<file path="config.mk">
export PLATFORM = sky130hd
export DESIGN_NAME = bresolve_tx
export DESIGN_NICKNAME = d
export VERILOG_FILES = /design/src/rtl/bresolve_tx.sv
export SDC_FILE = /design/constraint.sdc
export NUM_CORES = 1
export LEC_CHECK = 0
export CORE_MARGIN = 3
export CORE_UTILIZATION = 38
export CTS_BUF_LIST = sky130_fd_sc_hd__clkbuf_2 sky130_fd_sc_hd__clkbuf_4 sky130_fd_sc_hd__clkbuf_8
export DETAILED_ROUTE_END_ITERATION = 7
export GPL_ROUTABILITY_DRIVEN = 0
export PLACE_DENSITY = 0.72
export SLEW_MARGIN = 10
export SYNTH_ARGS = -nofsm -noshare
export SYNTH_HDL_FRONTEND = slang
export SYNTH_SLANG_ARGS = --single-unit
export TNS_END_PERCENT = 5
</file>
<file path="constraint.sdc">
create_clock -name fire -period 2.6 [get_ports fire]
set_input_delay 0.26 -clock fire [delete_from_list [all_inputs] [get_ports fire]]
set_output_delay 0.26 -clock fire [all_outputs]
set_load 0.01 [all_outputs]
</file>
<file path="src/rtl/bresolve_tx.sv">
// Branch-resolution transmitter: classifies resolved branches, packs 42-bit correction packets into a FIFO.
// Enqueue-to-o_valid latency 1 cycle; o_ready drops only when the FIFO is full in RUN, SQUASH always accepts-and-drops.
module bresolve_tx #(
  parameter int unsigned DEPTH      = 4,
  parameter int unsigned INST_BYTES = 4
) (
  input  logic        fire,
  input  logic        rst,
  input  logic        i_valid,
  output logic        o_ready,
  input  logic [31:0] i_pc,
  input  logic [7:0]  i_pos,
  input  logic        i_pred_taken,
  input  logic [31:0] i_pred_target,
  input  logic        i_act_taken,
  input  logic [31:0] i_act_target,
  input  logic        i_flush_done,
  output logic        o_valid,
  input  logic        i_ready,
  output logic [41:0] o_data,
  output logic        o_squashing
);

  localparam int unsigned AW = (DEPTH > 1) ? $clog2(DEPTH) : 1;

  typedef enum logic {
    ST_RUN    = 1'b0,
    ST_SQUASH = 1'b1
  } state_e;

  state_e      state_q;
  logic [41:0] mem_q [DEPTH];
  logic [AW:0] wr_ptr_q;
  logic [AW:0] rd_ptr_q;

  logic        full;
  logic        empty;
  logic        enq;
  logic        deq;
  logic        mispred;
  logic [31:0] corr_pc;
  logic [41:0] pkt;

  // Extra pointer MSB distinguishes a full ring from an empty one.
  assign empty = (wr_ptr_q == rd_ptr_q);
  assign full  = (wr_ptr_q[AW] != rd_ptr_q[AW]) &&
                 (wr_ptr_q[AW-1:0] == rd_ptr_q[AW-1:0]);

  assign o_ready = (state_q == ST_SQUASH) | ~full;
  assign enq     = i_valid & ~full & (state_q == ST_RUN);
  assign deq     = ~empty & i_ready;

  assign mispred = (i_pred_taken != i_act_taken) |
                   (i_act_taken & (i_pred_target != i_act_target));
  assign corr_pc = i_act_taken ? i_act_target : (i_pc + 32'(INST_BYTES));
  assign pkt     = {1'b1, mispred, corr_pc, i_pos};

  always_ff @(posedge fire or posedge rst) begin
    if (rst) begin
      wr_ptr_q <= '0;
      rd_ptr_q <= '0;
    end else begin
      if (enq) wr_ptr_q <= wr_ptr_q + (AW+1)'(1);
      if (deq) rd_ptr_q <= rd_ptr_q + (AW+1)'(1);
    end
  end

  // Storage needs no reset: the head is masked whenever the FIFO is empty.
  always_ff @(posedge fire) begin
    if (enq) mem_q[wr_ptr_q[AW-1:0]] <= pkt;
  end

  always_ff @(posedge fire or posedge rst) begin
    if (rst) begin
      state_q <= ST_RUN;
    end else begin
      case (state_q)
        ST_RUN:    if (enq && mispred) state_q <= ST_SQUASH;
        ST_SQUASH: if (i_flush_done)   state_q <= ST_RUN;
        default:   state_q <= ST_RUN;
      endcase
    end
  end

  assign o_squashing = (state_q == ST_SQUASH);
  assign o_valid     = ~empty;
  assign o_data      = empty ? '0 : mem_q[rd_ptr_q[AW-1:0]];

endmodule

</file>
---- Word level (Yosys, flattened, before mapping) ----
Memory sizes are Yosys's and may differ from the RTL's.
Cells that the tools add are included.
W data, S select, Z words.
storage, ports and cells
  memories ................................ 1
  bits in latches ......................... 0
  output and inout port bits .............. 45
  memory bits (read-only) ................. 0
  register bits ........................... 7
  bits of input ports ..................... 111
  RAM bits ................................ 164
cells by class
  multiply operators ...................... 0
  equality and inequality tests ........... 5
  div/mod/pow operators ................... 0
  bitwise gates (word level) .............. 9
  shift-type cells ........................ 0
  muxes and demuxes ....................... 7
  reductions and logical operators ........ 2
  $lt $le $gt $ge ......................... 0
  $add $sub $neg .......................... 3
memory list
  name   words  bits a word  rd ports  clocked after memory_dff  write ports  RTL line  source
  mem_q  4      41           1         0                         1            32        logic [41:0] mem_q [DEPTH];
operators with widths
  operator                 count
  $mux W42                 1
  $add A32 B3 Y32 const B  1
  $mux W32                 1
  $ne A32 B32 Y1           1
  $add A3 B1 Y3 const B    2
  $and A1 B1 Y1            4
  $mux W1                  4
  $eq A3 B3 Y1             1
  $not A1 Y1               3
  $eq A2 B2 Y1             1
  $logic_and A1 B1 Y1      2
  $ne A1 B1 Y1             2
  $or A1 B1 Y1             2
  $pmux W1 S2              1

---- Logic depth before layout (Yosys ltp) ----
Gate-level depths: netlist of run 1.
  depth after elaboration ................. 8
  mapped depth ............................ 6
  mapped depth without buffers ............ 5

---- Worst setup path after synthesis of run 1 ----
No wires, ideal clock.
  path kind ............................... flip-flop to flip-flop
  from .................................... register rd_ptr_q[0]
  to ...................................... memory mem_q[3][0] (netlist bit), enable pin
  data arrival time ....................... 2.164 ns
  setup slack ............................. 0.032 ns
  setup time .............................. 0.404 ns
  stages on the path, launching flop included .. 6
  clock period less this slack ............ 2.568 ns
  cells stage by stage .................... dfrtp_1 -> buf_2 -> xor2_1 -> nor3_1 -> nor3b_2 -> and2_1
between the ends
  cells in the longest elaborated chain, start to end .. 7
RTL lines
  element                        RTL line  source
  start: declaration             34        logic [AW:0] rd_ptr_q;
  start signal: assignment       64        if (deq) rd_ptr_q <= rd_ptr_q + (AW+1)'(1);
  $eq A2 B2 Y1                   47        (wr_ptr_q[AW-1:0] == rd_ptr_q[AW-1:0]);
  $logic_and A1 B1 Y1            46        assign full = (wr_ptr_q[AW] != rd_ptr_q[AW]) &&
  $not A1 Y1                     50        assign enq = i_valid & ~full & (state_q == ST_RUN);
  $and A1 B1 Y1 (2 in series)    50
  $mux W1                        70        if (enq) mem_q[wr_ptr_q[AW-1:0]] <= pkt;
  $mux W1 (not written as such)  70
  end: declaration               32
No other way between the ends.

---- Worst setup path in the final report of run 1 ----
  from .................................... register rd_ptr_q[0]
  to ...................................... output port o_data[24]
between the ends
  cells in the longest elaborated chain, start to end .. 2
  elaborated cells on any way between the ends .. 3
RTL lines
  element                                                RTL line  source
  $mem_v2 Z4 W41 / $eq A3 B3 Y1 (equally long branches)  -
  $mux W42 *                                             87        assign o_data = empty ? '0 : mem_q[rd_ptr_q[AW-1:0]];
  end: declaration                                       20        output logic [41:0] o_data,
Every way passes the cells marked *; elsewhere a longest branch is shown, timed or not.

==> impl_metrics.toml, run 1 <==
[synthesis]
synthCells = 492
ys_seq_area_frac = 0.652
yosys_warnings = 0
synth_area_um2 = 7820
avgSynthCellArea_um2 = 15.9
syn-num-nets = 609
yosys.area.top_type = "edfxtp_1"
ys_ff_latch = 171
synth_top_area_frac = 0.630
netlist-cell-type-count = 29
synth_area_leaders = "edfxtp_1 (63%), mux4_2 (12%), xor2_1 (4.0%)"

[clock_network]
clockBufferDepth = 2
clkTransAtPathRegs_ns = 0.08
cts-root-buf = "clkbuf_8"
cts_tree = "built"
cts_hold_buf = 0
h-tree-depth = 4
numCtsBuffers = 17
post_cts_buffers = 0
clock_latency_ns = 0.44
cts_sinks = 171

[finish]
area_delta_synth_final_pct = 32.5
drive_gt1_frac = 0.167
fin_nets = 781
postLayoutCellArea_um2 = 10400
n_antenna_cell = 0

[timing]
relSlewSlack = 0.588
finClkSkew_ns = 0.00713
hold_violations = 0
rsz0062_at_grt = "false"
setup_viol = 0
fin_crit_sh = 0.936
timing.fmax_mhz = 411
worst_pin_slew_ns = 0.618
period_minus_slack_ns = 2.43
slew_violations = 0

[place]
io_buffer_count = 155
dp_hpwl_um = 14300
placed_area_um2 = 9900

[drt]
dr.pass1.iters = 5
drtIter0Drc = 509
route.met2.wl_um = 9570
wl_met1_um = 7980
vias = 4876
ant_nets = 0
routed.top_layer = "met4"
wl_met3_um = 1390
post-route-drc-count = 0
finalWirelength_um = 19300
vias_per_cell = 5.18
avgRoutedWirePerCell_um = 20.5

[critical_path]
path_depth = 4
cp-startpoint = "rd_ptr_q[0]"
required_ns = 2.34
r2r_slack_ns = 0.26
max_stage_delay_ns = 0.52
path_buf_inv = 2
reg2reg_depth = 5
worstPathArrival_ns = 2.17
cp_cell_sequence = "buf_12 -> mux4_2 -> and2_1 -> dlygate4sd2_1"
crit_path_end_kind = "output pin"
endpoint = "o_data[24]"
cp_max_fo = 18
worst_setup_path_start_kind = "flip-flop"
reg2reg_from = "wr_ptr_q[2]"
path_class = "reg2out"
slowest_stage = "mux4_2"
crit_family = "multiplexers"
timing.rr.end = "mem_q[3][24]"

[floorplanning]
ios = 156
die_x_um = 149
fp-row-count = 51
die_h_um = 149
start_util = 0.394
core-area_um2 = 19800
dieArea_um2 = 22300

[power]
power_w = 0.0101
ir_worst_vdd_v = 0.000455
p_leak_nw = 3.65
powerDensity_nw_per_um2 = 975

[global_routing]
grt_max_degree = 62
grt_pass1_wl_um = 28800
grt-ovfl-total = 0
antenna_found_initial = 0
first_global_vias = 5089
grt_use_total = 0.176

[run]
cap_viol_max_count = 0

[outcome]
outcome = "finished, final reports clean"

[hold_path]
hold_path_class = "in2async"
[flip-flops by register name, indices dropped and copies added, names as in the netlist]
signal / cells
o_squashing: 1
wr_ptr_q: 3
mem_q: 164
rd_ptr_q: 3
[report_power, final]
group / internal (W) / leakage [nW] / switching (W) / total, W
clock: 0.000961 / 0.202 / 0.000886 / 0.00185
combinational: 0.00234 / 1.88 / 0.00213 / 0.00447
sequential: 0.00362 / 1.58 / 0.000170 / 0.00379
total: 0.00692 / 3.65 / 0.00319 / 0.0101
[how the worst min path moves through the flow]
stage | start | cells after the start | slack [ns] | to
2_1_floorplan | rst | 1 | 0.06 | o_squashing
3_3_place_gp | wr_ptr_q[2] | 1 | 0.48 | wr_ptr_q[2]
4_1_cts | rst | 2 | 0.05 | wr_ptr_q[0]
5_1_grt | rst | 2 | 0.08 | wr_ptr_q[1]
3_5_place_dp | rd_ptr_q[2] | 1 | 0.48 | rd_ptr_q[2]
6_report | rst | 2 | 0.08 | wr_ptr_q[0]
[Yosys cell counts (all sizes together)]
cell type,instances
or4,1
nand3,17
clkbuf,16
dfrtp,7
and4,2
nor4,4
buf,9
mux2,6
ha,6
o22ai,1
nor3,4
o21ai,29
mux4,41
xor2,36
edfxtp,164
nand2,38
nor3b,1
and2,45
nand4b,1
and3,8
nand4,15
nor2,5
xnor2,31
inv,5
[worst register-to-register path: stages, from the launching register on]
cell     delay (ns)
dfrtp_1        0.41
xnor2_1        0.28
nor3_1         0.13
nor3b_2        0.42
and2_2         0.56
buf_12         0.24
[kinds of logic after synthesis]
family	count (synthesis)	synth area share
flip-flops	171	0.652
AND/OR/NAND/NOR	141	0.101
XOR/XNOR	67	0.0750
multiplexers	47	0.127
AO/OA/AOI/OAI	30	0.0194
buffers and inverters	30	0.0165
adder cells (fa/ha/maj)	6	0.00960
[metal layers]
metal	up-vias	track usage
met4	0	0.0618
met3	21	0.0445
li1	2216	-
met1	2423	0.232
met5	-	0
met2	216	0.284
[stage by stage]
stage          hold slack, ns  TNS, ns   util  std cells  setup slack [ns]
6_report               0.0782        0  0.522        942             0.166
3_5_place_dp            0.484   -0.259  0.499        910           -0.0649
2_1_floorplan          0.0634        0      -        492            0.0322
3_3_place_gp            0.478  -0.0811  0.499        910           -0.0203
4_1_cts                0.0520   -0.351  0.519        942           -0.0535
5_1_grt                0.0810        0  0.522        942            0.0584
[cell usage in the layout (no fill, tap or decap), types with 5 or more instances in the layout]
master | Yosys | routed
inv_1 | 5 | 5
nor2_1 | 5 | 5
xor2_1 | 36 | 35
clkdlybuf4s50_1 | 0 | 113
ha_1 | 6 | 6
buf_12 | 0 | 13
dlygate4sd2_1 | 0 | 23
dfrtp_1 | 7 | 5
mux4_2 | 41 | 41
nand2_1 | 38 | 37
xnor2_1 | 31 | 31
buf_4 | 2 | 9
clkbuf_8 | 0 | 17
mux2_2 | 6 | 6
dlymetal6s2s_1 | 0 | 18
and2_1 | 45 | 41
o21ai_0 | 26 | 26
nand3_1 | 16 | 16
edfxtp_1 | 164 | 164
and3_1 | 8 | 8
nand4_1 | 15 | 15
[what timing repair did]
action,CTS,global route
gates resized for setup,29,24
cloned,0,0
setup endpoints to repair,31,18
[area by class of cell]
cell class	count	area, µm²
timing repair buffer	178	1900
fill	1635	9480
multi-input combinational	291	2610
tap	265	332
clock buffer	19	249
sequential	171	5100
inverter	5	18.8
clock inverter	13	150
(Power assumes the default switching activity.)
==> inputs of run 2 (changes only) <==
--- a/config.mk
+++ b/config.mk
@@ -6,12 +6,11 @@
 export NUM_CORES = 1
 export LEC_CHECK = 0
 export CORE_MARGIN = 3
-export CORE_UTILIZATION = 38
+export CORE_UTILIZATION = 48
 export CTS_BUF_LIST = sky130_fd_sc_hd__clkbuf_2 sky130_fd_sc_hd__clkbuf_4 sky130_fd_sc_hd__clkbuf_8
 export DETAILED_ROUTE_END_ITERATION = 7
 export GPL_ROUTABILITY_DRIVEN = 0
-export PLACE_DENSITY = 0.72
-export SLEW_MARGIN = 10
+export PLACE_DENSITY = 0.86
 export SYNTH_ARGS = -nofsm -noshare
 export SYNTH_HDL_FRONTEND = slang
 export SYNTH_SLANG_ARGS = --single-unit
==> impl_metrics.toml, run 2 (synthesis gave the netlist of run 1 again) <==
[drt]
vias_per_cell = 5.56
finalWirelength_um = 19000
post-route-drc-count = 0
avgRoutedWirePerCell_um = 20.9
dr.pass1.iters = 6
ant_nets = 0
drtIter0Drc = 495
vias = 5066

[clock_network]
clockBufferDepth = 2
numCtsBuffers = 17
cts_sinks = 171
cts_hold_buf = 0
h-tree-depth = 4
cts_tree = "built"
clock_latency_ns = 0.45
cts-root-buf = "clkbuf_8"
clkTransAtPathRegs_ns = 0.08

[timing]
rsz0062_at_grt = "true"
setup_tns_ns = 0
fin_crit_sh = 0.974
fin_hold_ws_ns = 0.0665
period_minus_slack_ns = 2.53
hold_violations = 0
slew_violations = 0
setup_viol = 0
timing.fmax_mhz = 395
fin_ws_ns = 0.0672
worst_pin_slew_ns = 0.619
relSlewSlack = 0.583
finClkSkew_ns = 0.00603

[global_routing]
first_global_vias = 5131
grt_pass1_wl_um = 28700
antenna_found_initial = 0
grt-ovfl-total = 0
grt_use_total = 0.215
grt_max_degree = 62

[finish]
drive_gt1_frac = 0.188
finalCoreUtilization = 0.652
largest_register_ffs = 164
n_antenna_cell = 0
final_common_cell = "edfxtp_1"
area_delta_synth_final_pct = 32.8
fill_cells = 1108
fin_nets = 799
final_cell_mix = "edfxtp_1 (164), clkdlybuf4s50_1 (114), mux4_2 (41), and2_1 (41), nand2_1 (37)"

[power]
power_w = 0.0104
ir_worst_vdd_v = 0.000581
powerDensity_nw_per_um2 = 1000
p_leak_nw = 3.73

[floorplanning]
dieArea_um2 = 17900
ios = 156
fp-row-count = 46
die_x_um = 134
die_h_um = 134
start_util = 0.491
core-area_um2 = 15900

[run]
cap_viol_max_count = 0

[critical_path]
reg2reg_from = "rd_ptr_q[0]"
required_ns = 2.34
path_class = "reg2out"
reg2reg_depth = 5
crit_path_end_kind = "output pin"
worst_setup_path_start_kind = "flip-flop"
cp_max_fo = 10
timing.rr.end = "mem_q[2][20]"
worstPathArrival_ns = 2.27
r2r_slack_ns = 0.40

[outcome]
outcome = "finished, final reports clean"

[place]
dp_hpwl_um = 13200
pre_cts_slack_ns = 0.00725
io_buffer_count = 155

[hold_path]
hold_path_class = "in2async"
==> run 2: cell types whose count changed in the layout (fill, tap and decap cells not counted) <==
cell	previous run	this run
clkbuf_16	0	1
bufinv_16	3	4
buf_4	9	35
clkinvlp_4	2	3
dlymetal6s2s_1	18	17
buf_16	0	2
clkinv_4	1	0
buf_6	1	0
clkdlybuf4s50_1	113	114
clkinv_2	4	3
buf_12	13	3
==> run 2: worst max-delay path by stage <==
| stage | start | end |
|---|---|---|
| 2_1_floorplan | rd_ptr_q[0] | mem_q[3][0] |
| 3_3_place_gp | i_act_target[25] | mem_q[0][40] |
| 3_5_place_dp | i_act_target[26] | mem_q[1][40] |
| 4_1_cts | rd_ptr_q[0] | o_data[21] |
| 5_1_grt | rd_ptr_q[0] | o_data[2] |
| 6_report | rd_ptr_q[0] | o_data[2] |
==> run 2: what timing repair did <==
action | 4_1_cts | 5_1_grt
gates cloned | 1 | 1
endpoints found under the setup margin | 41 | 18
resized for setup | 26 | 21
buffers inserted | 1 | 18
==> run 2: cell type report <==
class	count	area, µm²	area share
flip-flops and latches	171	5100	0.491
multi-input cells	291	2610	0.251
repair buffers	196	1960	0.189
well taps	216	270	0.0260
clock buffers	19	249	0.0240
clock inverters	13	174	0.0167
inverters	5	18.8	0.00181
==> run 2: stage by stage <==
| step | cell area, µm² | cells |
|---|---|---|
| 2_1_floorplan | 7820 | 492 |
| 3_3_place_gp | 9730 | 858 |
| 3_5_place_dp | 9730 | 858 |
| 4_1_cts | 10200 | 892 |
| 5_1_grt | 10400 | 911 |
| 6_report | 10400 | 911 |
==> run 2: report_power, final <==
part | total [W] | leakage, nW | switching, W | internal [W]
clock | 0.00195 | 0.208 | 0.000890 | 0.00106
combinational | 0.00465 | 1.94 | 0.00216 | 0.00249
sequential | 0.00382 | 1.58 | 0.000190 | 0.00363
total | 0.0104 | 3.73 | 0.00324 | 0.00717
==> run 2: layer usage <==
metal | track usage | vias to the layer above | wire, µm
li1 | - | 2260 | -
met1 | 0.289 | 2511 | 7430
met2 | 0.348 | 268 | 9640
met3 | 0.0608 | 27 | 1610
met4 | 0.0634 | 0 | 310
met5 | 0 | - | 0
==> run 2: critical path, stage by stage (launching register included) <==
cell	delay [ns]
dfrtp_4	0.53
buf_12	0.17
mux4_2	0.49
and2_1	0.17
clkdlybuf4s50_1	0.47
==> inputs of run 3 (changes only) <==
--- a/config.mk
+++ b/config.mk
@@ -10,6 +10,7 @@
 export CTS_BUF_LIST = sky130_fd_sc_hd__clkbuf_2 sky130_fd_sc_hd__clkbuf_4 sky130_fd_sc_hd__clkbuf_8
 export DETAILED_ROUTE_END_ITERATION = 7
 export GPL_ROUTABILITY_DRIVEN = 0
+export GPL_TIMING_DRIVEN = 0
 export PLACE_DENSITY = 0.86
 export SYNTH_ARGS = -nofsm -noshare
 export SYNTH_HDL_FRONTEND = slang
==> impl_metrics.toml, run 3 (synthesis gave the netlist of run 1 again) <==
[timing]
setup_viol = 30
period_minus_slack_ns = 2.68
worst_pin_slew_ns = 0.720
timing.fmax_mhz = 374
hold_violations = 0
fin_crit_sh = 1.03
fin_ws_ns = -0.0762
slew_violations = 0
finClkSkew_ns = 0.00791
relSlewSlack = 0.520
rsz0062_at_grt = "true"

[clock_network]
clkTransAtPathRegs_ns = 0.08
cts-root-buf = "clkbuf_8"
clockBufferDepth = 2
h-tree-depth = 4
cts_hold_buf = 0
clock_latency_ns = 0.46
cts_tree = "built"
numCtsBuffers = 17
cts_sinks = 171

[drt]
vias_per_cell = 5.51
post-route-drc-count = 0
dr.pass1.iters = 5
drtIter0Drc = 406
vias = 4966
ant_nets = 0
avgRoutedWirePerCell_um = 21.1
finalWirelength_um = 19000

[floorplanning]
core-area_um2 = 15900
die_h_um = 134
die_x_um = 134
fp-row-count = 46
start_util = 0.491
ios = 156
dieArea_um2 = 17900

[power]
comb_power_share = 0.461
pwr-share-clk = 0.178
powerDensity_nw_per_um2 = 1020
p_sw_w = 0.00321
intPower_w = 0.00724
seqPwrFrac = 0.361
power_w = 0.0105
p_leak_nw = 3.49
switching_share = 0.307
ir_worst_vdd_v = 0.000513

[critical_path]
path_class = "reg2out"
timing.rr.end = "mem_q[2][16]"
reg2reg_from = "rd_ptr_q[0]"
required_ns = 2.34
crit_path_end_kind = "output pin"
worstPathArrival_ns = 2.42
worst_setup_path_start_kind = "flip-flop"
cp_max_fo = 10
r2r_slack_ns = 0.06
reg2reg_depth = 6

[global_routing]
first_global_vias = 5175
grt_use_total = 0.218
grt-ovfl-total = 0
antenna_found_initial = 0
grt_pass1_wl_um = 28900
grt_max_degree = 23

[place]
io_buffer_count = 154
dp.cells = 866
dp_hpwl_um = 13800

[outcome]
violations = "setup timing"
outcome = "finished with violations"

[finish]
largest_register_ffs = 164
drive_gt1_frac = 0.164
finalCoreUtilization = 0.646
n_antenna_cell = 0
fin_nets = 789
area_delta_synth_final_pct = 31.6
final_common_cell = "edfxtp_1"
final_cell_mix = "edfxtp_1 (164), clkdlybuf4s50_1 (145), mux4_2 (41), and2_1 (41), nand2_1 (37)"
final_cells = 901

[run]
cap_viol_max_count = 0

[hold_path]
hold_path_class = "in2async"
[run 3: changes by cell type in the layout (fill, tap and decap cells not counted), moves of 4 or more]
cell	change
clkbuf_2	+4
dlymetal6s2s_1	-12
buf_8	+4
dlygate4sd2_1	-19
clkbuf_1	+8
clkdlybuf4s50_1	+31
buf_4	-30
[run 3: timing repair]
item,in CTS,in global routing
resized for setup,33,14
buffers inserted,1,2
setup endpoints to repair,47,132
endpoints found under the hold margin,0,0
[run 3: how the worst max path moves through the flow]
stage	start	end	cells past startpoint
after floorplan	rd_ptr_q[0]	mem_q[3][0]	5
after global placement	rd_ptr_q[0]	mem_q[3][17]	5
after detailed placement	i_act_target[3]	mem_q[3][40]	6
after CTS	rd_ptr_q[0]	o_data[39]	5
after global routing	rd_ptr_q[0]	o_data[2]	5
final	rd_ptr_q[0]	o_data[8]	5
[run 3: worst max-delay path, cell delays in order, from the launching register on]
cell,delay (ns)
dfrtp_1,0.40
buf_6,0.19
buf_6,0.20
mux4_2,0.51
and2_1,0.18
clkdlybuf4s50_1,0.48
[run 3: stage by stage]
step / cell area [µm²] / TNS, ns / worst slack (ns) / hold WS [ns]
finish: 10300 / -1.45 / -0.0762 / 0.0370
global route: 10300 / -5.47 / -0.170 / 0.0331
CTS: 10200 / -3.20 / -0.137 / 0.0155
detailed placement: 9750 / -10.95 / -0.375 / 0.500
global placement: 9630 / -137.26 / -0.841 / 0.477
floorplan: 7820 / 0 / 0.0322 / 0.0634
[run 3: cell type report]
class	instances	area (µm²)
Fill cell	1120	5650
Clock inverter	13	151
Multi-Input combinational cell	291	2620
Tap cell	216	270
Buffer	25	205
Timing Repair Buffer	161	1680
Sequential cell	171	5100
Inverter	5	18.8
Clock buffer	19	249
[run 3: layer usage]
| layer | up-vias | routed length [µm] | track usage |
|---|---|---|---|
| met4 | 0 | 339 | 0.0726 |
| met1 | 2457 | 7870 | 0.291 |
| met3 | 29 | 1180 | 0.0514 |
| met5 | - | 0 | 0 |
| li1 | 2239 | - | - |
| met2 | 241 | 9590 | 0.358 |
[run 3: power by group through the flow]
stage                     registers (W)  clock network, W  logic, W
after floorplan                 0.00379                 0   0.00239
after global placement          0.00382                 0   0.00446
after detailed placement        0.00383                 0   0.00467
after CTS                       0.00377           0.00189   0.00485
after global routing            0.00382           0.00200   0.00516
final                           0.00377           0.00186   0.00482
